--- config.mk ---
export PLATFORM = sky130hd
export DESIGN_NAME = risc_toy_fetch_buffer_flat
export DESIGN_NICKNAME = d
export VERILOG_FILES = /design/src/rtl/risc_toy_fetch_buffer_if.sv /design/src/rtl/risc_toy_fetch_buffer.sv /design/src/flat_wrapper.sv
export SDC_FILE = /design/constraint.sdc
export NUM_CORES = 1
export LEC_CHECK = 0
export CAP_MARGIN = 20
export CORE_UTILIZATION = 55
export CTS_CLUSTER_SIZE = 10
export DETAILED_ROUTE_END_ITERATION = 7
export PLACE_DENSITY = 0.8
export SLEW_MARGIN = 20
export SYNTH_ARGS = -nofsm -noshare
export SYNTH_HDL_FRONTEND = slang
export SYNTH_SLANG_ARGS = --single-unit
--- constraint.sdc ---
create_clock -name CLK -period 4.08 [get_ports CLK]
set_clock_uncertainty 0.1 [all_clocks]
set_input_delay 0.408 -clock CLK [delete_from_list [all_inputs] [get_ports CLK]]
set_output_delay 0.408 -clock CLK [all_outputs]
set_load 0.005 [all_outputs]
--- src/rtl/risc_toy_fetch_buffer_if.sv ---
// Fetch-buffer bus bundle: instruction-memory request/response, EX redirect, and ID handshake.
// The master side is the fetch buffer; the slave side is the surrounding pipeline and memory.
interface risc_toy_fetch_buffer_if #(
    parameter int unsigned AW    = 30,
    parameter int unsigned DW    = 32,
    parameter int unsigned DEPTH = 4
);
    logic                     IREQ;
    logic [AW-1:0]            IADDR;
    logic [DW-1:0]            INSTR;
    logic                     REDIR;
    logic [AW-1:0]            REDIR_ADDR;
    logic                     OUT_VALID;
    logic                     OUT_READY;
    logic [DW-1:0]            OUT_INSTR;
    logic [AW-1:0]            OUT_ADDR;
    logic [$clog2(DEPTH):0]   COUNT;

    modport master (
        output IREQ, IADDR, OUT_VALID, OUT_INSTR, OUT_ADDR, COUNT,
        input  INSTR, REDIR, REDIR_ADDR, OUT_READY
    );

    modport slave (
        input  IREQ, IADDR, OUT_VALID, OUT_INSTR, OUT_ADDR, COUNT,
        output INSTR, REDIR, REDIR_ADDR, OUT_READY
    );
endinterface

--- src/rtl/risc_toy_fetch_buffer.sv ---
// Instruction-fetch front end: owns the fetch PC, issues 1-cycle-latency memory requests and
// queues responses in order for ID; a redirect flushes the queue and kills the in-flight response.
module risc_toy_fetch_buffer #(
    parameter int unsigned   AW         = 30,
    parameter int unsigned   DW         = 32,
    parameter int unsigned   DEPTH      = 4,
    parameter logic [AW-1:0] RESET_ADDR = '0
) (
    input logic                     CLK,
    input logic                     RSTN,
    risc_toy_fetch_buffer_if.master bus
);
    localparam int unsigned PW = $clog2(DEPTH);
    localparam int unsigned CW = PW + 1;
    localparam logic [CW:0] DepthOcc = DEPTH[CW:0];

    logic [AW-1:0]    fpc_q, fpc_d;
    logic             started_q;
    logic             inflight_q, inflight_d;
    logic [AW-1:0]    inflight_addr_q, inflight_addr_d;
    logic [PW-1:0]    rptr_q, rptr_d;
    logic [PW-1:0]    wptr_q, wptr_d;
    logic [CW-1:0]    count_q, count_d;
    logic [DW+AW-1:0] mem_q [DEPTH];

    logic             pop;
    logic             push;
    logic             ireq;
    logic [CW:0]      occ;

    always_comb begin
        pop  = (count_q != '0) & bus.OUT_READY;
        push = inflight_q & ~bus.REDIR;
        // Credit counts the in-flight response so a push can never land on a full queue.
        occ  = {1'b0, count_q} + {{CW{1'b0}}, inflight_q} - {{CW{1'b0}}, pop};
        ireq = started_q & ~bus.REDIR & (occ < DepthOcc);
    end

    always_comb begin
        fpc_d           = fpc_q;
        inflight_d      = ireq;
        inflight_addr_d = inflight_addr_q;
        rptr_d          = rptr_q;
        wptr_d          = wptr_q;
        count_d         = count_q;
        if (bus.REDIR) begin
            fpc_d   = bus.REDIR_ADDR;
            rptr_d  = '0;
            wptr_d  = '0;
            count_d = '0;
        end else begin
            if (ireq) begin
                fpc_d           = fpc_q + AW'(1);
                inflight_addr_d = fpc_q;
            end
            if (pop) begin
                rptr_d = rptr_q + PW'(1);
            end
            if (push) begin
                wptr_d = wptr_q + PW'(1);
            end
            case ({push, pop})
                2'b10:   count_d = count_q + CW'(1);
                2'b01:   count_d = count_q - CW'(1);
                default: count_d = count_q;
            endcase
        end
    end

    always_ff @(posedge CLK or negedge RSTN) begin
        if (!RSTN) begin
            fpc_q           <= RESET_ADDR;
            started_q       <= 1'b0;
            inflight_q      <= 1'b0;
            inflight_addr_q <= '0;
            rptr_q          <= '0;
            wptr_q          <= '0;
            count_q         <= '0;
        end else begin
            fpc_q           <= fpc_d;
            started_q       <= 1'b1;
            inflight_q      <= inflight_d;
            inflight_addr_q <= inflight_addr_d;
            rptr_q          <= rptr_d;
            wptr_q          <= wptr_d;
            count_q         <= count_d;
        end
    end

    // Entry storage needs no reset: count gates every read.
    always_ff @(posedge CLK) begin
        if (push) begin
            mem_q[wptr_q] <= {bus.INSTR, inflight_addr_q};
        end
    end

    assign bus.IREQ      = ireq;
    assign bus.IADDR     = fpc_q;
    assign bus.OUT_VALID = (count_q != '0);
    assign bus.OUT_INSTR = mem_q[rptr_q][DW+AW-1:AW];
    assign bus.OUT_ADDR  = mem_q[rptr_q][AW-1:0];
    assign bus.COUNT     = count_q;
endmodule

--- src/flat_wrapper.sv ---
// flat-port wrapper written by rule: the top's interface ports become plain ports
module risc_toy_fetch_buffer_flat 
#(
    parameter int unsigned   AW         = 30,
    parameter int unsigned   DW         = 32,
    parameter int unsigned   DEPTH      = 4,
    parameter logic [AW-1:0] RESET_ADDR = '0
)
  (CLK, RSTN, bus_IREQ, bus_IADDR, bus_OUT_VALID, bus_OUT_INSTR, bus_OUT_ADDR, bus_COUNT, bus_INSTR, bus_REDIR, bus_REDIR_ADDR, bus_OUT_READY);
  risc_toy_fetch_buffer_if #(.AW(AW), .DW(DW), .DEPTH(DEPTH)) bus_i ();
  input logic CLK;
  input logic RSTN;
  output wire logic [$bits(bus_i.IREQ)-1:0] bus_IREQ;
  output wire logic [$bits(bus_i.IADDR)-1:0] bus_IADDR;
  output wire logic [$bits(bus_i.OUT_VALID)-1:0] bus_OUT_VALID;
  output wire logic [$bits(bus_i.OUT_INSTR)-1:0] bus_OUT_INSTR;
  output wire logic [$bits(bus_i.OUT_ADDR)-1:0] bus_OUT_ADDR;
  output wire logic [$bits(bus_i.COUNT)-1:0] bus_COUNT;
  input wire logic [$bits(bus_i.INSTR)-1:0] bus_INSTR;
  input wire logic [$bits(bus_i.REDIR)-1:0] bus_REDIR;
  input wire logic [$bits(bus_i.REDIR_ADDR)-1:0] bus_REDIR_ADDR;
  input wire logic [$bits(bus_i.OUT_READY)-1:0] bus_OUT_READY;
  assign bus_IREQ = bus_i.IREQ;
  assign bus_IADDR = bus_i.IADDR;
  assign bus_OUT_VALID = bus_i.OUT_VALID;
  assign bus_OUT_INSTR = bus_i.OUT_INSTR;
  assign bus_OUT_ADDR = bus_i.OUT_ADDR;
  assign bus_COUNT = bus_i.COUNT;
  assign bus_i.INSTR = bus_INSTR;
  assign bus_i.REDIR = bus_REDIR;
  assign bus_i.REDIR_ADDR = bus_REDIR_ADDR;
  assign bus_i.OUT_READY = bus_OUT_READY;
  risc_toy_fetch_buffer #(.AW(AW), .DW(DW), .DEPTH(DEPTH), .RESET_ADDR(RESET_ADDR)) u_core (.CLK(CLK), .RSTN(RSTN), .bus(bus_i));
endmodule
; ---- Word-level counts from Yosys, hierarchy flattened
; Memories as Yosys holds them, arrays and structs flattened.
; Cells that the tools add are included.
[totals]
reg_bits = 69
latchBits = 0
mem_bits_rw = 248
rom_bits = 0
out_inout_bits = 97
elab_cells = 39
mem_count = 1
[memory_table]
columns = memory, depth, width, read_ports, rd_ports_with_merged_regs, wr, line
row1 = u_core.mem_q, 4, 62, 1, 0, 1, risc_toy_fetch_buffer.sv:24  ; logic [DW+AW-1:0] mem_q [DEPTH];
[classes]
addsub = 7
mul = 0
div = 0
n_lt_le_gt_ge = 1
n_eq_ne = 2
shifts = 0
muxes = 10
bitwise = 5
reduce_logical = 6
[ops]
columns = operator, count
row1 = 30-bit 2-to-1 mux, 2
row2 = 30-bit by 1-bit adder with 30-bit output (second input constant), 1
row3 = 2-bit 2-to-1 mux, 4
row4 = 3-bit case mux with 2 select lines, 1
row5 = 2-bit nonzero test, 3
row6 = 3-bit nonzero test, 2
row7 = 2-bit by 1-bit adder with 2-bit output (second input constant), 2
row8 = 3-bit by 1-bit adder with 4-bit output, 1
row9 = 1-bit bitwise AND, 4
row10 = 4-bit by 3-bit less-than comparator with 1-bit output (second input constant), 1
row11 = 4-bit by 1-bit subtractor with 4-bit output, 1
row12 = 3-bit by 1-bit adder with 3-bit output (second input constant), 1
row13 = 3-bit 2-to-1 mux, 1
row14 = 3-bit by 1-bit subtractor with 3-bit output (second input constant), 1
row15 = 2-bit by 1-bit == test with 1-bit output (second input constant), 1
row16 = 2-bit == test (second input constant), 1
row17 = 1-bit 2-to-1 mux, 2
row18 = 2-bit AND reduction, 1
row19 = 1-bit NOT, 1

; ---- Longest topological paths before layout
[depth]
depth_word = 7
ltp_mapped = 12

; ---- Worst setup path after synthesis
; OpenSTA, ideal clock, no wires.
[synth_timing]
path_kind = flip-flop to flip-flop
start = reg u_core.count_q[1] (netlist: u_core.bus.COUNT[1])
end = reg u_core.fpc_q[29] (netlist: u_core.bus.IADDR[29])
setup_time_ns = 0.082
arrival_time_ns = 3.272
required_ns = 3.898
slack_ns = 0.626
stages_incl_launch_ff = 12
path_buffers = 1
period_less_slack_ns = 3.454
path_cell_list = dfrtp_1 > o31ai_1 > inv_1 > ha_1 > inv_1 > ha_1 > and3b_1 > or4_1 > buf_2 > a21o_1 > or4_1 > a31oi_1
[synth_via]
elab_chain_len = 6
elab_cells_between_ends = 7
[synth_lines]
columns = item, line
row1 = from (decl), risc_toy_fetch_buffer.sv:23  ; logic [CW-1:0] count_q, count_d;
row2 = from (signal assigned), risc_toy_fetch_buffer.sv:86  ; count_q <= count_d;
row3 = "parallel branches: the longest is 2 deep, another holds 3-bit by 1-bit adder with 4-bit output", n/a
row4 = 4-bit by 1-bit subtractor with 4-bit output *, risc_toy_fetch_buffer.sv:35  ; occ = {1'b0, count_q} + {{CW{1'b0}}, inflight_q} - {{CW{1'b0}}, pop};
row5 = 4-bit by 3-bit less-than comparator with 1-bit output *, risc_toy_fetch_buffer.sv:36  ; ireq = started_q & ~bus.REDIR & (occ < DepthOcc);
row6 = 1-bit bitwise AND *, risc_toy_fetch_buffer.sv:36
row7 = 2-bit nonzero test (no source line) *, n/a
row8 = to (signal assigned), risc_toy_fetch_buffer.sv:80  ; fpc_q <= fpc_d;
row9 = to (decl), risc_toy_fetch_buffer.sv:17  ; logic [AW-1:0] fpc_q, fpc_d;
; Mark *: on every way between the ends.
; A chain may end at the register's enable or synchronous reset.

; ---- Worst setup path after layout
[layout_timing]
start = reg u_core.count_q[1] (netlist: u_core.bus.COUNT[1])
end = out bus_IREQ
[layout_via]
elab_chain_len = 5
elab_cells_between_ends = 6
[layout_lines]
columns = item, line
row1 = "parallel branches: the longest is 2 deep, another holds 3-bit by 1-bit adder with 4-bit output", n/a
row2 = 4-bit by 1-bit subtractor with 4-bit output *, risc_toy_fetch_buffer.sv:35
row3 = 4-bit by 3-bit less-than comparator with 1-bit output *, risc_toy_fetch_buffer.sv:36
row4 = 1-bit bitwise AND *, risc_toy_fetch_buffer.sv:36
row5 = to (decl), flat_wrapper.sv:13  ; output wire logic [$bits(bus_i.IREQ)-1:0] bus_IREQ;
; Marked as above.

==> impl_metrics.env <==
export IMPL_outcome="finished, violations left"
export IMPL_violations="DRC"
export IMPL_grt_remaining_overflow=0
export IMPL_place_area_sq_um=14400
export IMPL_holdWs_ns=0.357
export IMPL_final_common_cell="edfxtp_1"
export IMPL_nNetsFinal=972
export IMPL_fin_crit_ns=3.84
export IMPL_cts_root_buf="clkbuf_16"
export IMPL_final_antenna_net_count=0
export IMPL_via_per_inst=5.81
export IMPL_fin_util_pct=70.4
export IMPL_wire_per_inst_microns=21.2
export IMPL_io_buffer_count=162
export IMPL_final_area_sq_um=15500
export IMPL_drv_slew=0
export IMPL_post_route_period_util_pct=94.1
export IMPL_max_slew_margin_pct=40.2
export IMPL_cp_cell_sequence="o31ai_2, inv_1, ha_1, inv_1, ha_1, and3b_1, nor4_2, o21ai_2, inv_1, clkdlybuf4s50_1"
export IMPL_critical_path_peak_fanout=7
export IMPL_htree_levels=2
export IMPL_endpoint_kind="output pin"
export IMPL_post_cts_buffers=0
export IMPL_syn_area_sq_um=12400
export IMPL_dieArea_sq_um=23200
export IMPL_place_gp_congestion=0.883
export IMPL_synth_nets=788
export IMPL_clk_latency_ns=0.50
export IMPL_cts_sink_count=317
export IMPL_row_count=54
export IMPL_antennaDiodeCount=0
export IMPL_hp_class="primary input to flip-flop"
export IMPL_yosysSeqAreaShare_pct=73.9
export IMPL_cp_slowest_cell="o31ai_2"
export IMPL_max_stage_delay_ns=0.50
export IMPL_coreArea_sq_um=22000
export IMPL_yosys_warnings=0
export IMPL_die_w_microns=152
export IMPL_synthCells=713
export IMPL_cp_arrival_ns=3.33
export IMPL_synth_top_flop_cell="edfxtp_1"
export IMPL_route_vias_total=6933
export IMPL_cts_tree="done"
export IMPL_drive_gt1_share_pct=14.0
export IMPL_clk_transition_reported_paths_ns=0.06
export IMPL_tns_ns=0
export IMPL_power_density_nw_per_um2=614
export IMPL_drt_iter0_markers=465
export IMPL_numCtsBuffers=37
export IMPL_fp_dieH_microns=152
export IMPL_grt_pass1_vias=7229
export IMPL_crit_type="flip-flop to output pin"
export IMPL_p_total_mw=9.49
export IMPL_crit_path_frequent_cell="inv_1"
export IMPL_grt_usage_pct=22.8
export IMPL_grt_pass1_wl_microns=40400
export IMPL_clockBufferDepth=3
export IMPL_fillers=1351
export IMPL_setup_violations=0
export IMPL_startpoint_type="flip-flop"
export IMPL_ys_types=45
export IMPL_drc=14
export IMPL_detailed_place_hpwl_microns=15400
export IMPL_peakVddDrop_mv=0.334
export IMPL_synth_edf_count=248
export IMPL_fin_cells=1194
export IMPL_io_pins=163
export IMPL_routed_wl_microns=25300
export IMPL_preCtsSetupSlack_ns=0.284
export IMPL_placed_cells=1137
export IMPL_max_cap_viol_count=0
export IMPL_power_leakage_nw=5.38
export IMPL_worstPathRequired_ns=3.57
export IMPL_ys_ff_latch=317
export IMPL_first_pass_iters=8
export IMPL_clock_fmax_mhz=261
export IMPL_final_cell_mix="248 x edfxtp_1, 161 x clkdlybuf4s50_1, 121 x nand2_1"
export IMPL_initial_core_util_pct=56.5
export IMPL_max_slew_worst_pin_slew_ns=0.898
export IMPL_area_delta_synth_final_pct=24.6
export IMPL_setup_ws_ns=0.242
export IMPL_postSynthAreaPerCell_sq_um=17.4
export IMPL_async_flop_share_pct=21.8
export IMPL_hold_violations=0
export IMPL_grt_max_degree=61
export IMPL_antenna_found_initial=0
synth_stat cells (4+ instances only):
cell       instances  area share [%]
mux2i_1            4            0.32
nand3_1            6            0.24
a31oi_1            4            0.20
o2111ai_1          6            0.42
mux4_2            62              11
xor2_1            14            0.99
a2111oi_0          5            0.35
xnor2_1           15             1.1
nand4_1            5            0.25
a211oi_1           4            0.24
and4_1             4            0.28
and2_1             6            0.30
or4_1              5            0.30
o21ai_0           24            0.97
o31ai_1            4            0.24
nand2_1          121             3.7
and3_1             8            0.40
nor2_1            15            0.45
o211ai_1           6            0.36
dfrtp_1           69              14
clkbuf_1          26            0.79
edfxtp_1         248              60
ha_1               8            0.81
inv_1             11            0.33
buf_1              6            0.18
critical path: cells and delay by family (launching register included):
family,cells,cell delay [ns]
AO/OA/AOI/OAI,2,0.61
AND/OR/NAND/NOR,2,0.54
flip-flops,1,0.47
adder cells (fa/ha/maj),2,0.43
buffers and inverters,4,0.77
power breakdown:
group	internal (mW)	switching, mW
sequential	4.01	0.444
combinational	1.32	0.919
clock	1.66	1.14
total	6.99	2.50
metal layers:
metal  share of wire (%)  GRT usage, %
met5                   0             0
met4                 2.2          6.85
met2                  47          35.7
met1                  42          32.1
met3                 8.7          5.57
kinds of logic (layout without fill, tap and decap cells):
family / Yosys count / after routing / synth area share [%]
AND/OR/NAND/NOR: 182 / 182 / 6.59
AO/OA/AOI/OAI: 63 / 63 / 3.35
adder cells (fa/ha/maj): 9 / 9 / 0.968
other: 1 / 1 / 0.0302
buffers and inverters: 45 / 246 / 1.43
multiplexers: 67 / 67 / 11.7
XOR/XNOR: 29 / 29 / 2.05
flip-flops: 317 / 317 / 73.9
path summary, 6_finish.rpt:
kind	start	to	slack [ns]	depth (start not counted)
hold reg to reg	u_core.bus.IADDR[29]$_DFFE_PN0P_	u_core.inflight_addr_q[29]$_DFFE_PN0P_	0.42	2
setup reg to reg	u_core.bus.COUNT[1]$_DFFE_PN0P_	u_core.bus.IADDR[29]$_DFFE_PN0P_	0.44	10
min in group asynchronous	RSTN	u_core.bus.IADDR[16]$_DFFE_PN0P_	0.47	2
hold / removal	bus_REDIR_ADDR[5]	u_core.bus.IADDR[5]$_DFFE_PN0P_	0.36	3
max in group asynchronous	RSTN	u_core.inflight_addr_q[8]$_DFFE_PN0P_	2.43	3
setup / recovery	u_core.bus.COUNT[1]$_DFFE_PN0P_	bus_IREQ	0.24	10
area by class of cell:
type	count	area (sq um)	share of cell area, %
flip-flops and latches	317	9180	59.4
multi-input cells	351	3080	19.9
repair buffers	179	1810	11.7
clock buffers	54	990	6.40
well taps	280	350	2.27
inverters	11	41.3	0.267
clock inverters	2	17.5	0.113
sequential cells by signal, summed over array words and instances, names as in the netlist:
register                count
u_core.inflight_q           1
u_core.rptr_q               2
u_core.started_q            1
u_core.mem_q              248
u_core.inflight_addr_q     30
u_core.bus.COUNT            3
u_core.wptr_q               2
u_core.bus.IADDR           30
repair_timing:
| item | CTS | global route |
|---|---|---|
| setup endpoints to repair | 0 | 3 |
| resized for setup | 0 | 1 |
| hold buffers | 1 | 0 |
| endpoints found under the hold margin | 37 | 0 |
(Power assumes the default switching activity.)
